<file path="config.mk">
export PLATFORM = sky130hd
export DESIGN_NAME = watch_dp
export DESIGN_NICKNAME = d
export VERILOG_FILES = /design/src/rtl/watch_dp.sv
export SDC_FILE = /design/constraint.sdc
export NUM_CORES = 1
export LEC_CHECK = 0
export BUFFER_PORTS_ARGS = -buffer_cell sky130_fd_sc_hd__buf_2
export CORE_MARGIN = 5
export CORE_UTILIZATION = 25
export CTS_CLUSTER_DIAMETER = 50
export DETAILED_ROUTE_END_ITERATION = 16
export PLACE_DENSITY_LB_ADDON = 0.05
export REMOVE_ABC_BUFFERS = 1
export SLEW_MARGIN = 10
export SYNTH_ARGS = -nofsm -noshare
export SYNTH_HDL_FRONTEND = slang
export SYNTH_SLANG_ARGS = --single-unit
</file>
<file path="constraint.sdc">
create_clock -name clk -period 5.6 [get_ports clk]
set_input_delay 0.84 -clock clk [delete_from_list [all_inputs] [get_ports clk]]
set_output_delay 0.84 -clock clk [all_outputs]
set_load 0.02 [all_outputs]
</file>
<file path="src/rtl/watch_dp.sv">
// watch_dp: 100 Hz tick divider driving cascaded msec/sec/min/hour counters with set pulses
module watch_dp #(
    parameter int TICK_DIV  = 1_000_000,
    parameter int INIT_HOUR = 12
) (
    input  logic       clk,
    input  logic       rst,
    input  logic       i_hour,
    input  logic       i_min,
    input  logic       i_sec,
    output logic [6:0] o_msec,
    output logic [5:0] o_sec,
    output logic [5:0] o_min,
    output logic [4:0] o_hour,
    output logic       o_tick
);
    localparam int DW = $clog2(TICK_DIV);

    logic [DW-1:0] div_cnt;
    logic          tick_en, ms_co, s_co, m_co;
    logic [7:0]    ms_sum;
    logic [6:0]    s_sum, m_sum;
    logic [5:0]    h_sum;
    logic [6:0]    ms_nxt;
    logic [5:0]    s_nxt, m_nxt;
    logic [4:0]    h_nxt;

    // carry chain: sum = cur + cin + set, one conditional subtract wraps it; sets never carry
    always_comb begin
        tick_en = div_cnt == DW'(TICK_DIV - 1);
        ms_co   = tick_en && o_msec == 7'd99;
        s_co    = ms_co && o_sec == 6'd59;
        m_co    = s_co && o_min == 6'd59;
        ms_sum  = {1'b0, o_msec} + {7'd0, tick_en};
        s_sum   = {1'b0, o_sec} + {6'd0, ms_co} + {6'd0, i_sec};
        m_sum   = {1'b0, o_min} + {6'd0, s_co} + {6'd0, i_min};
        h_sum   = {1'b0, o_hour} + {5'd0, m_co} + {5'd0, i_hour};
        ms_nxt  = ms_sum >= 8'd100 ? 7'(ms_sum - 8'd100) : ms_sum[6:0];
        s_nxt   = s_sum >= 7'd60 ? 6'(s_sum - 7'd60) : s_sum[5:0];
        m_nxt   = m_sum >= 7'd60 ? 6'(m_sum - 7'd60) : m_sum[5:0];
        h_nxt   = h_sum >= 6'd24 ? 5'(h_sum - 6'd24) : h_sum[4:0];
    end

    // divider and all fields update on one edge; o_tick is registered so it lines up with o_msec
    always_ff @(posedge clk or posedge rst) begin
        if (rst) begin
            div_cnt <= '0;
            o_msec  <= '0;
            o_sec   <= '0;
            o_min   <= '0;
            o_hour  <= 5'(INIT_HOUR);
            o_tick  <= 1'b0;
        end else begin
            div_cnt <= tick_en ? '0 : div_cnt + DW'(1);
            o_msec  <= ms_nxt;
            o_sec   <= s_nxt;
            o_min   <= m_nxt;
            o_hour  <= h_nxt;
            o_tick  <= tick_en;
        end
    end
endmodule

</file>
==> impl_results.md <==
- Status: finished, final reports clean
- Register area: 1130 sq um
- Cts bufs inserted: 5
- Vias in the first global route: 1886
- Multi-input gate area: 1240 sq um
- Synth Area per Inst: 9.96 sq um
- Initial DRC count: 36
- First-pass GRT wire length: 8650 um
- Worst EP required: 5.77 ns
- Initial Utilization: 25.3%
- FILL cells: 1007
- Worst skew pair latency: 0.29 ns
- Routed wire per std cell: 12.3 um
- Ys async rst share: 100%
- Maximum vdd ir drop: 123 uV
- Synth-to-layout area growth: 16.1%
- Critical Path Sink Type: register
- Post-synth cell types: 47
- CTS tree: done
- Flop-to-flop setup slack: 1.59 ns
- Chip height: 109 um
- Final Cycle Share: 71.6%
- CP max FO: 9
- Leak: 1.26 nW
- ANT nets after route: 0
- Worst setup SP type: register
- Largest net degree at the start of global routing: 46
- Synth Instances: 246
- Most common cell after layout, fill and taps aside: dfrtp_1
- Chip Width: 109 um
- Syn Std Cell Area: 2450 sq um
- IO Pins: 30
- Hold crit path type: reg -> reg
- Post-synth EDFFs: 0
- Routability Congestion: 0.757
- Initial antenna violation count: 0
- Yosys warnings: 0
- Max capacitance violation total: 0
- Final hold vios: 0
- Min Tclk post-route: 4.01 ns
- Pre-CTS WS: 1.57 ns
- Clk_skew: 0.0107 ns
- DRC viols: 0
- Via density per instance: 4.40
- Hold buffers post-CTS: 0
- Post-CTS Resized: 0
- Clock Tree Root: clkbuf_8
- Sinks on Clock Net: 45
- H-tree depth reported by CTS: 2
- DPL Wire Length: 3780 um
- Setup_tns: 0 ns
- IO Port Bufs: 29
- Max Buffers Root-to-Sink: 2
- PnR worst setup slack: 1.59 ns
- Peak Freq: 249 MHz
- Slew @ Worst Pin: 0.593 ns
- CP max stage delay: 0.51 ns
- Setup bufs post-CTS: 0
- Cell Pwr Density: 361 nW/um^2
- All-layer global routing usage: 9.16%
- Core area: 9680 sq um
- Antenna cells: 0
- Sequential area share after synthesis: 46.1%
- Total gr overflow: 0
- Flops & latches, synth: 45
- Crit path DAT: 4.18 ns
- Ratio of cells with drive above 1 in the final layout: 15.6%
- Most frequent cells in the layout: 43 x dfrtp_1, 29 x buf_2, 21 x xor2_1
- Slowest-stage cell, CP: nor2_1
- RSZ-0062 raised after global routing: no
- Crit Path Class: reg -> reg
- Fin. max-slew vios: 0
- Routed WL: 5110 um
- Rows: 36
- Most used cell, CP: ha_1
- Setup violators final: 0
- Total number of vias: 1824
- Final nets: 299
- Post-synth top flop: dfrtp_1
- Drt first pass iters: 4
- Slew headroom: 60.3%
- Die area: 11900 sq um
- CP cell instances: ha_1 -> and3_1 -> nand3_1 -> nor2_1 -> buf_4 -> nand3_1 -> fa_1 -> inv_1 -> ha_1 -> xor2_1 -> ha_1 -> nand2_1 -> nor3_1 -> a211oi_1 -> nor2_1 -> mux2_1
- Clock-pin slew on the worst setup and hold paths: 0.08 ns
-- metrics by stage --
step / utilization (%) / total power, mW / instance area [sq um] / cells / hold WS, ns
floorplan: - / 0.721 / 2440 / 243 / 0.446
global placement: 28.5 / 0.853 / 2760 / 407 / 0.461
detailed placement: 28.5 / 0.844 / 2760 / 407 / 0.466
CTS: 29.4 / 1.05 / 2840 / 415 / 0.478
global route: 29.4 / 1.11 / 2840 / 415 / 0.526
finish: 29.4 / 1.03 / 2840 / 415 / 0.472
-- sequential cells by signal (all words and copies together), names as in the netlist --
register	cells
o_min	6
o_msec	7
o_sec	6
o_hour	5
o_tick	1
div_cnt	20
-- cells in the mapped netlist, types with 4 or more instances --
library cell | n | area [sq um]
xor2_1 | 21 | 184
o21ai_0 | 6 | 30.0
dfrtp_1 | 43 | 1080
nor2_1 | 20 | 75.1
inv_1 | 19 | 71.3
nor2b_1 | 5 | 31.3
nand2_1 | 20 | 75.1
and3_1 | 4 | 25.0
ha_1 | 10 | 125
a21oi_1 | 6 | 30.0
nor3_1 | 6 | 30.0
nand4_1 | 5 | 31.3
xnor2_1 | 15 | 131
nand3_1 | 19 | 95.1
-- worst paths after layout --
kind | start | to | cells past startpoint
setup / recovery | div_cnt[0]$_DFF_PP0_ | o_min[3]$_DFF_PP0_ | 16
hold / removal | div_cnt[0]$_DFF_PP0_ | div_cnt[0]$_DFF_PP0_ | 1
setup reg to reg | div_cnt[0]$_DFF_PP0_ | o_min[3]$_DFF_PP0_ | 16
hold reg to reg | div_cnt[0]$_DFF_PP0_ | div_cnt[0]$_DFF_PP0_ | 1
max in group asynchronous | rst | div_cnt[6]$_DFF_PP0_ | 3
min in group asynchronous | rst | o_msec[4]$_DFF_PP0_ | 3
-- layout make-up --
cell class / instances / area share, %
Sequential cell: 45 / 39.7
Multi-Input combinational cell: 179 / 43.5
Timing Repair Buffer: 31 / 5.63
Clock buffer: 8 / 2.82
Tap cell: 133 / 5.85
Inverter: 19 / 2.51
-- kinds of logic (layout without fill, tap and decap cells) --
group,after synthesis,in the layout,synth area share (%)
xor+xnor,36,36,12.9
flops,45,45,46.1
simple gates,98,98,20.8
fa+ha+maj,13,13,7.56
buf+inv,22,58,3.42
mux,1,1,0.460
compound gates,31,31,8.84
-- worst max-delay path: cells and delay by family, from the launching register on --
| kind | cells | cell delay, ns |
|---|---|---|
| muxes | 1 | 0.33 |
| DFF | 1 | 0.38 |
| and+or+nand+nor | 7 | 1.44 |
| adders and majority gates | 4 | 1.06 |
| AOI/OAI and AO/OA | 1 | 0.11 |
| xor gates and xnor gates | 1 | 0.25 |
| buffers and inverters | 2 | 0.33 |
-- per-layer routing --
metal	GRT usage [%]	share of wire, %
met5	0	0
met4	3.52	1.7
met3	2.31	3.3
met2	15.2	47
met1	11.4	48
-- where the power goes --
group | total [mW] | internal, mW | switching [mW]
combinational | 0.367 | 0.148 | 0.218
sequential | 0.463 | 0.389 | 0.0736
clock | 0.197 | 0.0890 | 0.108
Note: power is estimated with default switching activity, not from simulation.
